===== src/rtl/sprite_pkg.sv =====
// Shared definitions for the per-scanline sprite scheduler:
// sprite-word field positions, FSM encoding and default sizes.
package sprite_pkg;

    localparam int NUM_SLOTS_D    = 32;
    localparam int MAX_PER_LINE_D = 8;
    localparam int SPRITE_H_D     = 20;

    localparam int EN_BIT  = 31;
    localparam int X_MSB   = 28;
    localparam int X_LSB   = 19;
    localparam int Y_MSB   = 18;
    localparam int Y_LSB   = 9;
    localparam int OFS_MSB = 8;
    localparam int OFS_LSB = 0;

    typedef enum logic [1:0] {
        IDLE,
        SCAN,
        READY
    } state_t;

endpackage


===== src/rtl/sprite_line_if.sv =====
// CPU write port, line/frame strobes and printer handshake
// of the sprite line scheduler.
interface sprite_line_if #(
    parameter int SLOT_BITS = 5,
    parameter int LIST_BITS = 4,
    parameter int size_y    = 10
);
    logic                 frame_start;
    logic                 line_start;
    logic [size_y-1:0]    line_y;
    logic                 wr_en;
    logic [SLOT_BITS-1:0] wr_addr;
    logic [31:0]          wr_data;
    logic                 next;
    logic [31:0]          data_reg;
    logic                 data_valid;
    logic                 busy;
    logic [LIST_BITS-1:0] line_count;
    logic                 overflow;

    modport master (
        output frame_start, line_start, line_y,
        output wr_en, wr_addr, wr_data, next,
        input  data_reg, data_valid, busy,
        input  line_count, overflow
    );

    modport slave (
        input  frame_start, line_start, line_y,
        input  wr_en, wr_addr, wr_data, next,
        output data_reg, data_valid, busy,
        output line_count, overflow
    );
endinterface


===== src/rtl/sprite_hit_check.sv =====
// Combinational test: does an enabled sprite cover line_y?
// Modulo subtraction handles sprites straddling the wrap.
module sprite_hit_check
    import sprite_pkg::*;
#(
    parameter int size_y   = 10,
    parameter int SPRITE_H = SPRITE_H_D
) (
    input  logic [31:0]       word,
    input  logic [size_y-1:0] line_y,
    output logic              hit
);
    logic [size_y-1:0] dy;

    assign dy  = line_y - word[Y_LSB +: size_y];
    assign hit = word[EN_BIT] && (int'(dy) < SPRITE_H);
endmodule


===== src/rtl/sprite_line_scheduler.sv =====
// Double-buffered sprite bank scanned once per line into an
// ordered hit list, streamed to the printer via valid/next.
module sprite_line_scheduler
    import sprite_pkg::*;
#(
    parameter int NUM_SLOTS    = NUM_SLOTS_D,
    parameter int SLOT_BITS    = 5,
    parameter int MAX_PER_LINE = MAX_PER_LINE_D,
    parameter int LIST_BITS    = 4,
    parameter int SPRITE_H     = SPRITE_H_D,
    parameter int size_y       = 10
) (
    input logic     clk,
    input logic     reset,
    sprite_line_if.slave bus
);
    localparam int IW = $clog2(MAX_PER_LINE);

    logic [31:0]          shadow [NUM_SLOTS];
    logic [31:0]          active [NUM_SLOTS];
    logic [31:0]          list   [MAX_PER_LINE];
    logic [SLOT_BITS-1:0] idx;
    logic [LIST_BITS-1:0] cnt, cnt_n, ptr, ptr_n;
    logic [size_y-1:0]    ly;
    logic [31:0]          cur, first;
    logic                 hit, full, last, ovf;
    state_t               state, state_n;

    assign cur   = active[idx];
    assign last  = idx == SLOT_BITS'(NUM_SLOTS - 1);
    assign full  = cnt == LIST_BITS'(MAX_PER_LINE);
    assign cnt_n = cnt + LIST_BITS'(hit && !full);
    assign ptr_n = ptr + LIST_BITS'(1);
    // a hit on the final slot is not in list[] yet when we publish
    assign first = (cnt == '0) ? cur : list[0];

    sprite_hit_check #(
        .size_y   (size_y),
        .SPRITE_H (SPRITE_H)
    ) u_hit (
        .word   (cur),
        .line_y (ly),
        .hit    (hit)
    );

    always_ff @(posedge clk) begin
        if (!reset) begin
            for (int i = 0; i < NUM_SLOTS; i++) begin
                shadow[i] <= '0;
                active[i] <= '0;
            end
        end else begin
            if (bus.frame_start)
                for (int i = 0; i < NUM_SLOTS; i++)
                    active[i] <= shadow[i];
            if (bus.wr_en)
                shadow[bus.wr_addr] <= bus.wr_data;
        end
    end

    always_comb begin
        state_n = state;
        if (bus.line_start)
            state_n = SCAN;
        else if (state == SCAN && last)
            state_n = READY;
    end

    always_ff @(posedge clk) begin
        if (!reset) begin
            state          <= IDLE;
            idx            <= '0;
            cnt            <= '0;
            ptr            <= '0;
            ly             <= '0;
            ovf            <= 1'b0;
            bus.busy       <= 1'b0;
            bus.data_valid <= 1'b0;
            bus.data_reg   <= '0;
            bus.line_count <= '0;
            bus.overflow   <= 1'b0;
            for (int i = 0; i < MAX_PER_LINE; i++)
                list[i] <= '0;
        end else begin
            state <= state_n;
            if (bus.line_start) begin
                ly             <= bus.line_y;
                idx            <= '0;
                cnt            <= '0;
                ptr            <= '0;
                ovf            <= 1'b0;
                bus.busy       <= 1'b1;
                bus.data_valid <= 1'b0;
                bus.data_reg   <= '0;
                bus.line_count <= '0;
                bus.overflow   <= 1'b0;
            end else begin
                case (state)
                    SCAN: begin
                        idx <= idx + SLOT_BITS'(1);
                        if (hit && !full) begin
                            list[cnt[IW-1:0]] <= cur;
                            cnt <= cnt_n;
                        end
                        if (hit && full)
                            ovf <= 1'b1;
                        if (last) begin
                            bus.busy       <= 1'b0;
                            bus.line_count <= cnt_n;
                            bus.overflow   <= ovf || (hit && full);
                            bus.data_valid <= cnt_n != '0;
                            bus.data_reg   <= (cnt_n != '0) ? first : '0;
                        end
                    end
                    READY: begin
                        if (bus.next && bus.data_valid) begin
                            ptr <= ptr_n;
                            if (ptr_n < cnt) begin
                                bus.data_reg <= list[ptr_n[IW-1:0]];
                            end else begin
                                bus.data_valid <= 1'b0;
                                bus.data_reg   <= '0;
                            end
                        end
                    end
                    default: ;
                endcase
            end
        end
    end
endmodule

===== src/flat_wrapper.sv =====
// flat-port wrapper written by rule: the top's interface ports become plain ports
module sprite_line_scheduler_flat import sprite_pkg::*;
#(
    parameter int NUM_SLOTS    = NUM_SLOTS_D,
    parameter int SLOT_BITS    = 5,
    parameter int MAX_PER_LINE = MAX_PER_LINE_D,
    parameter int LIST_BITS    = 4,
    parameter int SPRITE_H     = SPRITE_H_D,
    parameter int size_y       = 10
)
  (clk, reset, bus_frame_start, bus_line_start, bus_line_y, bus_wr_en, bus_wr_addr, bus_wr_data, bus_next, bus_data_reg, bus_data_valid, bus_busy, bus_line_count, bus_overflow);
  sprite_line_if #(.SLOT_BITS(SLOT_BITS), .LIST_BITS(LIST_BITS), .size_y(size_y)) bus_i ();
  input logic clk;
  input logic reset;
  input wire logic [$bits(bus_i.frame_start)-1:0] bus_frame_start;
  input wire logic [$bits(bus_i.line_start)-1:0] bus_line_start;
  input wire logic [$bits(bus_i.line_y)-1:0] bus_line_y;
  input wire logic [$bits(bus_i.wr_en)-1:0] bus_wr_en;
  input wire logic [$bits(bus_i.wr_addr)-1:0] bus_wr_addr;
  input wire logic [$bits(bus_i.wr_data)-1:0] bus_wr_data;
  input wire logic [$bits(bus_i.next)-1:0] bus_next;
  output wire logic [$bits(bus_i.data_reg)-1:0] bus_data_reg;
  output wire logic [$bits(bus_i.data_valid)-1:0] bus_data_valid;
  output wire logic [$bits(bus_i.busy)-1:0] bus_busy;
  output wire logic [$bits(bus_i.line_count)-1:0] bus_line_count;
  output wire logic [$bits(bus_i.overflow)-1:0] bus_overflow;
  assign bus_i.frame_start = bus_frame_start;
  assign bus_i.line_start = bus_line_start;
  assign bus_i.line_y = bus_line_y;
  assign bus_i.wr_en = bus_wr_en;
  assign bus_i.wr_addr = bus_wr_addr;
  assign bus_i.wr_data = bus_wr_data;
  assign bus_i.next = bus_next;
  assign bus_data_reg = bus_i.data_reg;
  assign bus_data_valid = bus_i.data_valid;
  assign bus_busy = bus_i.busy;
  assign bus_line_count = bus_i.line_count;
  assign bus_overflow = bus_i.overflow;
  sprite_line_scheduler #(.NUM_SLOTS(NUM_SLOTS), .SLOT_BITS(SLOT_BITS), .MAX_PER_LINE(MAX_PER_LINE), .LIST_BITS(LIST_BITS), .SPRITE_H(SPRITE_H), .size_y(size_y)) u_core (.clk(clk), .reset(reset), .bus(bus_i));
endmodule

===== config.mk =====
export PLATFORM = sky130hd
export DESIGN_NAME = sprite_line_scheduler_flat
export DESIGN_NICKNAME = d
export VERILOG_FILES = /design/src/rtl/sprite_pkg.sv /design/src/rtl/sprite_line_if.sv /design/src/rtl/sprite_hit_check.sv /design/src/rtl/sprite_line_scheduler.sv /design/src/flat_wrapper.sv
export SDC_FILE = /design/constraint.sdc
export NUM_CORES = 2
export LEC_CHECK = 0
export CAP_MARGIN = 20
export CORE_AREA = 3 3 560 562
export CTS_BUF_LIST = sky130_fd_sc_hd__clkbuf_16
export CTS_CLUSTER_SIZE = 25
export DETAILED_ROUTE_END_ITERATION = 8
export DIE_AREA = 0 0 563 565
export MAX_ROUTING_LAYER = met4
export PLACE_DENSITY_LB_ADDON = 0.2
export REMOVE_ABC_BUFFERS = 1
export SYNTH_ARGS = -nofsm -noshare
export SYNTH_HDL_FRONTEND = slang
export SYNTH_SLANG_ARGS = --single-unit

===== constraint.sdc =====
create_clock -name clk -period 40.6 [get_ports clk]
set_input_delay 12.18 -clock clk [delete_from_list [all_inputs] [get_ports clk]]
set_output_delay 12.18 -clock clk [all_outputs]
set_load 0.005 [all_outputs]

After elaboration in Yosys (flattened, before gate mapping)
Memory sizes are Yosys's and may differ from the RTL's. A register that Yosys moved wholly into a read port is not among the register bits.
Cells that the tools add are included.
Storage, ports and cells
  register bits after elaboration: 65
  latch bits: 0
  RAM bits: 2304
  bits in read-only memories: 0
  input bits: 53
  memories: 3
Memory list
  u_core.active: depth 32, width 32, rd ports 1, clocked after Yosys merged registers in 1, write ports 32, line sprite_line_scheduler.sv:20  | logic [31:0] active [NUM_SLOTS];
  u_core.shadow: depth 32, width 32, rd ports 32, clocked after Yosys merged registers in 0, write ports 32, line sprite_line_scheduler.sv:19  | logic [31:0] shadow [NUM_SLOTS];
  u_core.list: depth 8, width 32, rd ports 2, clocked after Yosys merged registers in 0, write ports 8, line sprite_line_scheduler.sv:21  | logic [31:0] list [MAX_PER_LINE];
Cells by class
  add/subtract/negate cells: 4
  multiply operators: 0
  divide/modulo/power cells: 0
  magnitude comparators: 2
  eq/ne operators: 7
  shifts and indexed selects: 0
  mux-type cells: 67
  bitwise gates (word level): 33
  reductions and logical operators: 23
Operator list (count)
  2-to-1 mux 32 bit: 39
  one-hot mux 32 bit (2 select lines): 1
  OR reduction 32 bit: 2
  OR 1 bit: 32
  2-to-1 mux 1 bit: 22
  2-to-1 mux 5 bit: 3
  < comparator 10 x 5 -> 1 bit, second input constant: 1
  AND reduction 2 bit: 5
  subtractor 10 bit: 1
  nonzero test 2 bit: 4
  adder 5 x 1 -> 5 bit, second input constant: 1
  equality test 5 bit, second input constant: 1
  logical AND 1 bit: 5
  adder 4 x 1 -> 4 bit: 1
  adder 4 x 1 -> 4 bit, second input constant: 1
  equality test 4 bit, second input constant: 1
  zero test 4 bit: 1
  < comparator 4 bit: 1
  != test 2 x 1 -> 1 bit, second input constant: 2
  AND reduction 4 bit: 1
  nonzero test 4 bit: 1
  2-to-1 mux 3 bit: 1
  AND reduction 3 bit: 1
  equality test 2 x 1 -> 1 bit, second input constant: 1
  7 further kinds: 7

Depth between registers and ports, before layout
  depth after elaboration: 11
  gate-level depth with buffers: 27

Cells and area by module
Synthesis repeated with hierarchy kept, for this count alone.
Unflattened totals
  cells, all modules: 6737
  area, all modules: 100744.1 µm²
Modules (own cells, without submodules)
  sprite_line_scheduler: instances 1, cells an instance 6679, area an instance 100332.5 µm², sequential area each 70587.7 µm²
  sprite_hit_check: instances 1, cells an instance 58, area an instance 411.6 µm², sequential area each 0.0 µm²

Worst setup path after synthesis
Ideal clock, no wire load.
  path type: input to register
  start: input port bus_frame_start
  end: memory u_core.active[0][0] (enable)
  arrival time: 37146 ps
  required time: 39012 ps
  path slack: 1865 ps
  cell stages on the path: 3
  path buffers: 2
  cell sequence: clkbuf_1 clkbuf_1 nand2b_1
RTL lines
  start, declared: line flat_wrapper.sv:15  | input wire logic [$bits(bus_i.frame_start)-1:0] bus_frame_start;
  end, declared: line sprite_line_scheduler.sv:20

==> impl_metrics.ini <==
[outcome]
outcome = finished, final reports clean

[timing]
fin_skew_ps = 54.9
timing.hold.ws_ps = 474
slew_violations = 0
finalHoldViolations = 0
worst_slew_pin_slew_ps = 1210
setup_viol = 0
finalCritPeriodShare_pct = 39.0
maxSlewHeadroom_pct = 19.3
fin_setup_tns_ps = 0
min_period_ps = 15830
rsz0062_at_grt = no
fmax_mhz = 63.2

[power]
p_leak_nw = 40.7
power_w = 0.00549
power_density_nw_per_um2 = 48.5
ir_drop_mv = 0.0315

[clocking]
cts_buffers = 272
cts_buffer_depth = 4
cts_tree = yes
clock_latency_ps = 870
clk_pin_slew_ps = 50
cts-resized-gates = 0
cts.sinks = 2374
h-tree-depth = 5
ctsRootBufferMaster = clkbuf_16
cts_setup_buffers = 0
cts_hold_buffers = 0

[logic_synthesis]
synthCells = 6164
synth.top_cell.area_share_pct = 70.0
yosys.area_share.simple_pct = 15.1
muxShareOfSynthArea_pct = 9.49
ys_seq_elements = 2374
synth_area_leaders = edfxtp_1 (70%), and2_1 (9.3%), mux4_2 (8.5%), and3_1 (3.7%), clkbuf_1 (1.8%)
synth-compound-area-share_pct = 1.21
synthAdderAreaFrac_pct = 0.228
synth_top_area_cell = edfxtp_1
synth_flop_cell = edfxtp_1
ys_seq_area_share_pct = 71.4
async_reset_ff_share_pct = 0
ys_types = 58
synth-xor-area-share_pct = 0.106
ys_warn_count = 0
synth-edff-count = 2304
avgSynthCellArea_um2 = 16.0
mappedNetlistArea_um2 = 98900
synth_top_family_by_area = simple AND/OR/NAND/NOR gates

[grt]
grt_usage_pct = 17.7
gr-total-overflow = 0
first_global_vias = 52500
grt_start_max_net_pins = 159
antenna_found_initial = 52
grt_pass1_wl_um = 395000

[hold_path]
hold_class = reg -> reg

[layout]
final_util_pct = 36.6
drive_gt1_share_pct = 16.9
fin_area_um2 = 113000
finalNetCount = 6233
syn_to_final_growth_pct = 14.5
reg_top3 = u_core.active: 1024 flops, u_core.shadow: 1024 flops, u_core.list: 256 flops

[die]
initial_core_util_pct = 32.0
fp.dieH_um = 565
fp.dieW_um = 563
fp.coreArea_um2 = 309000
ios = 92
die-area_um2 = 318000
rows = 204

[placed_design]
gp_congestion = 0.768
io_buffers = 91
place_hpwl_um = 156000
dpl-instance-area_um2 = 105000

[setup_path]
startpoint_type = input port
worstSetupPathType = in -> reg
critPathCaptureType = flop
critPathMaxFanout = 158
worstPathArrival_ps = 16290
worstPathRequired_ps = 41060

[drt]
vias = 51800
wl_um = 277000
drt_iter0_drc = 5087
wl_per_cell_um = 26.4
vias_per_cell = 4.93
postRouteAntennaNets = 0
firstDrtPassIters = 5
drc_errors = 0

[run]
maxCapViolCount = 0
## cell families after synthesis
logic type                 Yosys count
adders and majority gates           18
DFF                               2374
buffers and inverters              564
xor gates and xnor gates            12
and+or+nand+nor                   2541
muxes                              468
AOI/OAI and AO/OA                  187
## synthesized netlist by cell type, types with 14 or more instances
cell type,count
a211oi_1,69
a21oi_1,52
and2_1,1476
and3_1,577
buf_1,19
buf_2,33
buf_6,30
clkbuf_1,463
dfxtp_1,70
edfxtp_1,2304
ha_1,18
mux2_2,33
mux2i_1,63
mux4_2,372
nand2_1,35
nand3_1,14
nor2_1,360
nor2b_1,19
o21ai_0,38
## worst max-delay path, cell delays in order
cell and delay (ps):
buf_8 350, nand2b_4 360, buf_4 590, buf_12 530
buf_4 900, buf_4 860
## worst paths after layout
kind / start / cells past startpoint / endpoint / slack [ps]
setup reg to reg: flop / 24 / u_core.bus.data_reg[5] / 31200
setup / recovery: bus_frame_start / 6 / u_core.active[13][19] / 24770
hold reg to reg: u_core.ovf / 2 / u_core.ovf / 470
hold / removal: u_core.ovf / 2 / u_core.ovf / 470
## cells in the final DEF, fill, tap and decap left out, types with 27 or more instances in the layout
cell / count
a211oi_1: 69
a21oi_1: 52
and2_1: 1476
and3_1: 577
buf_4: 162
clkbuf_16: 279
clkdlybuf4s50_1: 67
clkinv_1: 52
clkinv_2: 28
dfxtp_1: 64
edfxtp_1: 2304
inv_1: 82
mux2_2: 33
mux2i_1: 57
mux4_2: 372
nand2_1: 27
nor2_1: 328
nor2_4: 32
o21ai_4: 32
## stage by stage
step / instances / setup WS [ps]
final: 10500 / 24770
after global routing: 10500 / 24530
after CTS: 10500 / 24030
after detailed placement: 10000 / 23100
after global placement: 9989 / 23220
after floorplan: 5614 / 2490
## power by group
part / internal [W] / switching [W]
Clock: 0.00131 / 0.00100
Sequential: 0.00284 / 0.0000350
Combinational: 0.000100 / 0.000203
## per-layer routing
layer	vias to the layer above	GRT usage [%]	routed length, um
met5	-	-	0
met4	0	4.36	5990
met3	356	2.15	14500
met2	1351	28.4	134000
met1	27300	24.1	122000
li1	22800	-	-
## area by class of cell
type,instances,area (um2)
Clock buffer,279,6980
Tap cell,4120,5150
Clock inverter,192,1280
Inverter,14,52.6
Fill cell,28800,196000
Antenna cell,22,55.1
Multi-Input combinational cell,3226,26600
Sequential cell,2374,70600
Timing Repair Buffer,274,2470
Power figures use the tool's default switching activity.
